--- src/rtl/med_impulse_gate.sv ---
// Replaces impulses in a raw stream with the median of its 5-tap window, and counts them.
// Latency: 3 edges from dI capture to dO. No backpressure: one sample is accepted every clock.
module med_impulse_gate #(
  parameter int W       = 8,
  parameter int CW      = 16,
  parameter int RUN_MAX = 3
) (
  input  logic          clk,
  input  logic          rst_n,
  input  logic [W-1:0]  dI,
  input  logic [W-1:0]  tap,
  input  logic [W-1:0]  thr,
  input  logic          clr,
  output logic [W-1:0]  dO,
  output logic          vO,
  output logic          imp,
  output logic [CW-1:0] impCnt,
  output logic          alarm
);

  typedef enum logic [1:0] {IDLE, RUN, ALARM} state_t;

  localparam logic [3:0]    RUN_LIM = 4'(RUN_MAX);
  localparam logic [CW-1:0] CNT_MAX = '1;

  logic [W-1:0] d0, d1, d2;
  logic [2:0]   wc;
  logic         active;
  logic [W-1:0] diff;
  logic         hit;
  state_t       state, state_nxt;
  logic [3:0]   run, run_nxt, run_inc;

  assign active  = (wc == 3'd5);
  assign hit     = active && (diff > thr);
  assign run_inc = (run == 4'hF) ? run : run + 4'd1;

  // d2 lines up with the centre of the window that produced tap
  always_ff @(posedge clk or negedge rst_n) begin
    if (!rst_n) begin
      d0 <= '0;
      d1 <= '0;
      d2 <= '0;
      wc <= '0;
    end else begin
      d0 <= dI;
      d1 <= d0;
      d2 <= d1;
      if (wc != 3'd5) wc <= wc + 3'd1;
    end
  end

  always_comb begin
    if (d2 >= tap) diff = d2 - tap;
    else           diff = tap - d2;
  end

  always_ff @(posedge clk or negedge rst_n) begin
    if (!rst_n) begin
      dO  <= '0;
      imp <= 1'b0;
      vO  <= 1'b0;
    end else if (active) begin
      dO  <= hit ? tap : d2;
      imp <= hit;
      vO  <= 1'b1;
    end
  end

  // clr outranks a coincident hit: the hit is still output but never counted
  always_ff @(posedge clk or negedge rst_n) begin
    if (!rst_n) begin
      impCnt <= '0;
    end else if (clr) begin
      impCnt <= '0;
    end else if (hit && (impCnt != CNT_MAX)) begin
      impCnt <= impCnt + CW'(1);
    end
  end

  always_ff @(posedge clk or negedge rst_n) begin
    if (!rst_n) begin
      state <= IDLE;
      run   <= '0;
    end else begin
      state <= state_nxt;
      run   <= run_nxt;
    end
  end

  always_comb begin
    state_nxt = state;
    run_nxt   = run;
    if (clr) begin
      state_nxt = IDLE;
      run_nxt   = '0;
    end else if (active) begin
      case (state)
        IDLE: begin
          if (hit) begin
            run_nxt   = 4'd1;
            state_nxt = (RUN_LIM == 4'd1) ? ALARM : RUN;
          end
        end
        RUN: begin
          if (hit) begin
            run_nxt = run_inc;
            if (run_inc >= RUN_LIM) state_nxt = ALARM;
          end else begin
            run_nxt   = '0;
            state_nxt = IDLE;
          end
        end
        ALARM: begin
          run_nxt = hit ? run_inc : 4'd0;
        end
        default: begin
          state_nxt = IDLE;
          run_nxt   = '0;
        end
      endcase
    end
  end

  always_comb begin
    alarm = (state == ALARM);
  end

endmodule

--- config.mk ---
export PLATFORM = sky130hd
export DESIGN_NAME = med_impulse_gate
export DESIGN_NICKNAME = d
export VERILOG_FILES = /design/src/rtl/med_impulse_gate.sv
export SDC_FILE = /design/constraint.sdc
export NUM_CORES = 1
export LEC_CHECK = 0
export ABC_AREA = 1
export CORE_ASPECT_RATIO = 0.8
export CORE_MARGIN = 2
export CORE_UTILIZATION = 52
export CTS_CLUSTER_SIZE = 12
export DETAILED_ROUTE_END_ITERATION = 10
export DONT_BUFFER_PORTS = 1
export GPL_TIMING_DRIVEN = 0
export PLACE_DENSITY_LB_ADDON = 0.1
export SYNTH_ARGS = -nofsm -noshare
export SYNTH_HDL_FRONTEND = slang
export SYNTH_SLANG_ARGS = --single-unit
--- constraint.sdc ---
create_clock -name clk -period 3.73 [get_ports clk]
set_clock_uncertainty 0.1 [all_clocks]
set_input_delay 0.1865 -clock clk [delete_from_list [all_inputs] [get_ports clk]]
set_output_delay 0.1865 -clock clk [all_outputs]
set_load 0.005 [all_outputs]
==> results of run 1 <==
-- timing repair --
action	CTS	global route
endpoints found under the setup margin	0	21
gates resized for setup	0	4
setup buffers	0	1
endpoints found under the hold margin	77	0
hold buffers	19	0
-- kinds of logic after synthesis --
kind of cell | Yosys count | share of synthesized area (%)
and+or+nand+nor | 190 | 23.1
buffers and inverters | 85 | 9.29
AOI/OAI and AO/OA | 59 | 9.43
DFF | 59 | 40.5
adders and majority gates | 33 | 11.7
xor gates and xnor gates | 24 | 5.97
-- state kept, by name, summed over array words and instances, names as in the netlist --
register  cells
imp           1
impCnt       16
wc            3
d1            8
run           4
d2            8
dO            8
d0            8
state         2
vO            1
-- critical path: cells and delay by family (launching register included) --
kind	cells	cell delay [ps]
flops	1	400
simple gates	8	1150
fa+ha+maj	2	570
compound gates	5	710
buf+inv	2	390
-- power groups by stage --
| stage | Combinational (mW) | Clock (mW) | Sequential [mW] |
|---|---|---|---|
| after floorplan | 0.381 | 0 | 0.771 |
| after global placement | 0.471 | 0 | 0.785 |
| after detailed placement | 0.478 | 0 | 0.789 |
| after CTS | 0.516 | 0.681 | 0.777 |
| after global routing | 0.605 | 0.712 | 0.788 |
| final | 0.525 | 0.662 | 0.776 |
-- final cells by class --
type | count | share of cell area (%)
multi-input cells | 306 | 43.7
flip-flops and latches | 59 | 35.1
inverters | 75 | 6.68
repair buffers | 20 | 5.11
clock buffers | 11 | 3.59
well taps | 87 | 2.58
clock inverters | 4 | 1.75
plain buffers | 10 | 1.49
-- routing by layer --
metal / track usage [%] / vias to the layer above
met5: 0 / -
met4: 6.53 / 0
met3: 7.31 / 4
met2: 31.7 / 78
met1: 31.4 / 1389
li1: - / 1480
-- cells in the final DEF (no fill, tap or decap), drive strengths merged --
cell type    count
nand2          103
inv             74
dfrtp           59
nor2            35
ha              31
nand3           30
a21oi           29
xor2            22
o21ai           21
dlygate4sd3     18
clkbuf          17
nand4           10
nor3             9
buf              6
o21bai           4
clkinv           3
xnor2            2
a21o             2
or2              2
fa               2
bufinv           2
a31oi            1
a21boi           1
a31o             1
nand3b           1
-- worst min path at each step --
stage	endpoint	slack, ps
5_1_grt	state[0]$_DFFE_PN0P_	70
2_1_floorplan	d0[0]$_DFF_PN0_	-210
3_5_place_dp	d0[3]$_DFF_PN0_	-210
3_3_place_gp	d0[3]$_DFF_PN0_	-210
6_report	state[0]$_DFFE_PN0P_	60
4_1_cts	state[0]$_DFFE_PN0P_	40
==> impl_metrics.py, run 1 <==
metrics = {
    "pwr": {
        "power_mw": 1.96,
        "p_leak_nw": 2.17,
        "clkPwrFrac_pct": 33.7,
        "p_comb_share_pct": 26.7,
        "power.density_nw_per_um2": 466,
        "sw_frac_of_total_pct": 32.7,
        "power.switching_uw": 642,
        "seqPwrFrac_pct": 39.5,
        "ir_drop_uv": 329,
        "internal-power_mw": 1.32,
    },
    "synthesis": {
        "synth.top_cells.by_count": "97 x nand2_1, 68 x inv_1, 59 x dfrtp_1",
        "ys_seq_area_share_pct": 40.5,
        "synth_ff_type": "dfrtp_1",
        "yosys_register_bits": 59,
        "syn_nets": 510,
        "async_flop_share_pct": 100,
        "synth_top_area_share_pct": 40.5,
        "synth_edf_count": 0,
        "synthesis.area_um2": 3650,
        "yosysTopAreaCell": "dfrtp_1",
        "avgSynthCellArea_um2": 8.11,
        "ys_types": 35,
        "synth.most_common_cell": "nand2_1",
        "syn_inst": 450,
        "yosysWarnings": 0,
        "synth_area_leaders": "dfrtp_1 40%, ha_1 11%, nand2_1 10%",
    },
    "sta": {
        "rsz0062_at_grt": "no",
        "worst_pin_slew_ps": 617,
        "period_share_pct": 91.8,
        "setup_viol": 0,
        "holdWs_ps": 61.2,
        "max-slew-margin-rel_pct": 58.8,
        "finalWorstSetupSlack_ps": 305,
        "finalHoldViolations": 0,
        "fmax_ghz": 0.292,
        "setup_tns_ps": 0,
        "min_period_ps": 3420,
        "slew_violations": 0,
    },
    "routing": {
        "met2WireLength_mm": 3.24,
        "drc": 0,
        "via_per_inst": 5.16,
        "drt_iter0_markers": 176,
        "wl_per_cell_um": 13.5,
        "top_layer_used": "met4",
        "ant_nets": 0,
        "m1WireLength_mm": 4.00,
        "num_vias": 2951,
        "dr.pass1.iters": 4,
        "met3_length_um": 443,
        "drt-total-wl_mm": 7.73,
    },
    "setup_path": {
        "critical_path_required_ps": 3880,
        "cp-start-kind": "register",
        "max_stage_delay_ps": 400,
        "crit_fanout": 10,
        "path_cells": "ha_1, clkbuf_2, nand2_1, nor3_1, nand4_1, nand3_4, a21oi_1, a21oi_1, ha_1, nand2_1, nor2_1, a21oi_1, nand2_1, buf_4, o21ai_0, nand3_1, o21ai_0",
        "worstRegToRegCells": 17,
        "reg2reg_slack_ps": 310,
        "r2r_end": "run[0]$_DFFE_PN0P_",
        "endpoint": "run[0]$_DFFE_PN0P_",
        "crit_slowest_cell": "dfrtp_1",
        "crit_arrival_ps": 3570,
        "reg2reg_from": "d2[4]$_DFF_PN0_",
        "end_kind": "register",
        "crit_path_start": "d2[4]$_DFF_PN0_",
        "worstSetupPathType": "register to register",
    },
    "finish": {
        "multi_input_area_um2": 1840,
        "nFillCells": 606,
        "nets": 541,
        "finish.utilization_pct": 61.7,
        "stdcell_count": 572,
        "synthToLayoutAreaGrowth_pct": 15.4,
        "diodes": 0,
        "drive_gt1_share_pct": 10.3,
        "seqCellArea_um2": 1480,
        "final_area_um2": 4210,
    },
    "global_routing": {
        "grt_util_all_layers_pct": 21.9,
        "grt_max_degree": 60,
        "grt_pass1_wl_mm": 13.3,
        "antenna_found_initial": 0,
        "overflow": 0,
        "grt_pass1_vias": 2780,
    },
    "min_path": {
        "hp-start": "clr",
        "hold_path_class": "input port to register",
        "hold_path_depth": 4,
    },
    "placed_design": {
        "gp_congestion": 0.890,
        "dp.cells": 537,
        "numPortBuffers": 0,
        "hpwl_mm": 5.59,
        "post-place-ws_ps": 264,
        "placed_area_um2": 3760,
    },
    "floorplanning": {
        "start_util_pct": 53.5,
        "die_w_um": 97.7,
        "die_h_um": 78.9,
        "core_area_um2": 6820,
        "ios": 54,
        "core.rowCount": 27,
        "fp.dieArea_um2": 7710,
    },
    "clock_tree": {
        "cts_sinks": 59,
        "clk_path_buf_depth": 2,
        "cts_made_buffers": 9,
        "h-tree-depth": 3,
        "clock-root-buffer": "clkbuf_8",
        "clk_pin_slew_ps": 70,
        "clock_latency_ps": 330,
        "tritoncts": "done",
    },
    "outcome": {
        "outcome": "complete, no violations",
    },
    "job": {
        "maxCapViolCount": 0,
    },
}
(Power assumes the default switching activity.)
==> inputs of run 2 (changes only) <==
==> constraint.sdc (replaced) <==
create_clock -name clk -period 3.73 [get_ports clk]
set_clock_uncertainty 0.1 [all_clocks]
set_input_delay 0.5595 -clock clk [delete_from_list [all_inputs] [get_ports clk]]
set_output_delay 0.5595 -clock clk [all_outputs]
set_load 0.005 [all_outputs]
==> run 2 against run 1 <==
Effect of this change:
- sequential share of layout area grew 1.5 points
- power shrank 0.76%
- cell count shrank 3.0%
- clock power is essentially flat
- via count shrank 2.1%
- flip-flop and latch count is the same
- worst setup slack lost 5.3 ps
- routed wire length shrank 2.8%
- count of clock-buffer cells in the layout is the same
- non-clock buffer count shrank 17
- critical path type unchanged
- highest routed layer unchanged
==> impl_metrics.py, run 2 (same netlist as run 1, synthesis figures left out) <==
metrics = {
    "finish": {
        "final_common_cell": "nand2_1",
        "stdcell_count": 555,
        "drive_gt1_share_pct": 10.7,
        "largest_register_ffs": 16,
        "mostFrequentLayoutCells": "97 x nand2_1, 68 x inv_1, 59 x dfrtp_1, 34 x nor2_1, 31 x ha_1",
        "finish.utilization_pct": 59.2,
        "synthToLayoutAreaGrowth_pct": 10.7,
        "nets": 524,
        "largest_register": "impCnt",
        "diodes": 0,
    },
    "setup_path": {
        "worstRegToRegCells": 17,
        "reg2reg_slack_ps": 300,
        "critical_path_required_ps": 3880,
        "worstSetupPathType": "register to register",
        "end_kind": "register",
        "endpoint": "run[0]$_DFFE_PN0P_",
        "path_cells": "ha_1, clkbuf_2, nand2_1, nor3_1, nand4_1, nand3_4, a21oi_1, a21oi_1, ha_1, nand2_1, nor2_1, a21oi_1, nand2_1, buf_4, o21ai_0, nand3_1, o21ai_0",
        "max_stage_delay_ps": 400,
        "cp-start-kind": "register",
        "r2r_end": "run[0]$_DFFE_PN0P_",
        "crit_path_start": "d2[4]$_DFF_PN0_",
        "reg2reg_from": "d2[4]$_DFF_PN0_",
        "crit_arrival_ps": 3580,
        "crit_slowest_cell": "dfrtp_1",
        "crit_fanout": 10,
    },
    "sta": {
        "worst_pin_slew_ps": 593,
        "max-slew-margin-rel_pct": 60.5,
        "slew_violations": 0,
        "holdWs_ps": 149,
        "min_period_ps": 3430,
        "fmax_ghz": 0.292,
        "setup_viol": 0,
        "setup_tns_ps": 0,
        "rsz0062_at_grt": "no",
        "finalHoldViolations": 0,
        "period_share_pct": 92.0,
    },
    "pwr": {
        "sw_frac_of_total_pct": 32.8,
        "power_mw": 1.95,
        "power.density_nw_per_um2": 482,
        "p_comb_share_pct": 26.2,
        "ir_drop_uv": 328,
        "seqPwrFrac_pct": 39.8,
        "power.switching_uw": 639,
        "p_leak_nw": 2.10,
        "internal-power_mw": 1.31,
        "clkPwrFrac_pct": 34.0,
    },
    "floorplanning": {
        "core.rowCount": 27,
        "fp.dieArea_um2": 7710,
        "start_util_pct": 53.5,
        "die_h_um": 78.9,
        "core_area_um2": 6820,
        "die_w_um": 97.7,
        "ios": 54,
    },
    "routing": {
        "wl_per_cell_um": 13.5,
        "dr.pass1.iters": 5,
        "num_vias": 2889,
        "ant_nets": 0,
        "drt-total-wl_mm": 7.51,
        "drt_iter0_markers": 147,
        "via_per_inst": 5.21,
        "drc": 0,
    },
    "global_routing": {
        "grt_pass1_vias": 2691,
        "overflow": 0,
        "grt_pass1_wl_mm": 13.0,
        "antenna_found_initial": 0,
        "grt_max_degree": 60,
        "grt_util_all_layers_pct": 21.4,
    },
    "clock_tree": {
        "cts_sinks": 59,
        "cts_made_buffers": 9,
        "h-tree-depth": 3,
        "tritoncts": "done",
        "clk_path_buf_depth": 2,
        "clk_pin_slew_ps": 70,
        "clock_latency_ps": 330,
        "clock-root-buffer": "clkbuf_8",
    },
    "job": {
        "maxCapViolCount": 0,
    },
    "placed_design": {
        "numPortBuffers": 0,
        "hpwl_mm": 5.59,
        "dp.cells": 537,
        "gp_congestion": 0.890,
    },
    "outcome": {
        "outcome": "complete, no violations",
    },
    "min_path": {
        "hold_path_class": "input port to register",
    },
}
run 2: what timing repair did:
item	4_1_cts	5_1_grt
endpoints found under the hold margin	59	0
setup buffers	0	1
gates resized for setup	0	4
endpoints found under the setup margin	0	21
hold buffers	2	0
run 2: power by group through the flow:
stage / combinational (mW) / clock, mW / sequential [mW]
after floorplan: 0.381 / 0 / 0.771
after global placement: 0.471 / 0 / 0.785
after detailed placement: 0.478 / 0 / 0.789
after CTS: 0.501 / 0.681 / 0.777
after global routing: 0.589 / 0.712 / 0.788
final: 0.510 / 0.662 / 0.775
run 2: area by class of cell:
type | instances | area, µm²
buffer | 10 | 62.6
clock buffer | 11 | 151
clock inverter | 4 | 73.8
fill | 624 | 2780
inverter | 75 | 282
multi-input combinational | 306 | 1840
sequential | 59 | 1480
tap | 87 | 109
timing repair buffer | 3 | 45.0
run 2: per-stage QoR:
| step | setup slack (ps) | area, µm² |
|---|---|---|
| 2_1_floorplan | 553 | 3650 |
| 3_3_place_gp | 176 | 3760 |
| 3_5_place_dp | 162 | 3760 |
| 4_1_cts | 220 | 4020 |
| 5_1_grt | 20.2 | 4040 |
| 6_report | 300 | 4040 |
run 2: how the worst min path moves through the flow:
stage,slack [ps],depth (start not counted),endpoint,start
final,150,0,d0[2]$_DFF_PN0_,dI[2]
after global routing,120,0,d0[7]$_DFF_PN0_,dI[7]
after CTS,130,0,d0[4]$_DFF_PN0_,dI[4]
after detailed placement,170,0,d0[3]$_DFF_PN0_,rst_n
after global placement,170,0,d0[3]$_DFF_PN0_,rst_n
after floorplan,160,0,d0[0]$_DFF_PN0_,rst_n
run 2: worst max-delay path: cells and delay by family, from the launching register on:
| family | cells | cell delay, ps |
|---|---|---|
| and+or+nand+nor | 8 | 1180 |
| AOI/OAI and AO/OA | 5 | 710 |
| buffers and inverters | 2 | 400 |
| adders and majority gates | 2 | 570 |
| DFF | 1 | 400 |
run 2: metal layers:
layer | global-route usage (%) | share of wire [%] | wire length (µm)
met1 | 30.4 | 51 | 3850
met2 | 30.4 | 41 | 3070
met3 | 8.01 | 6.7 | 502
met4 | 6.67 | 1.2 | 93
met5 | 0 | 0 | 0
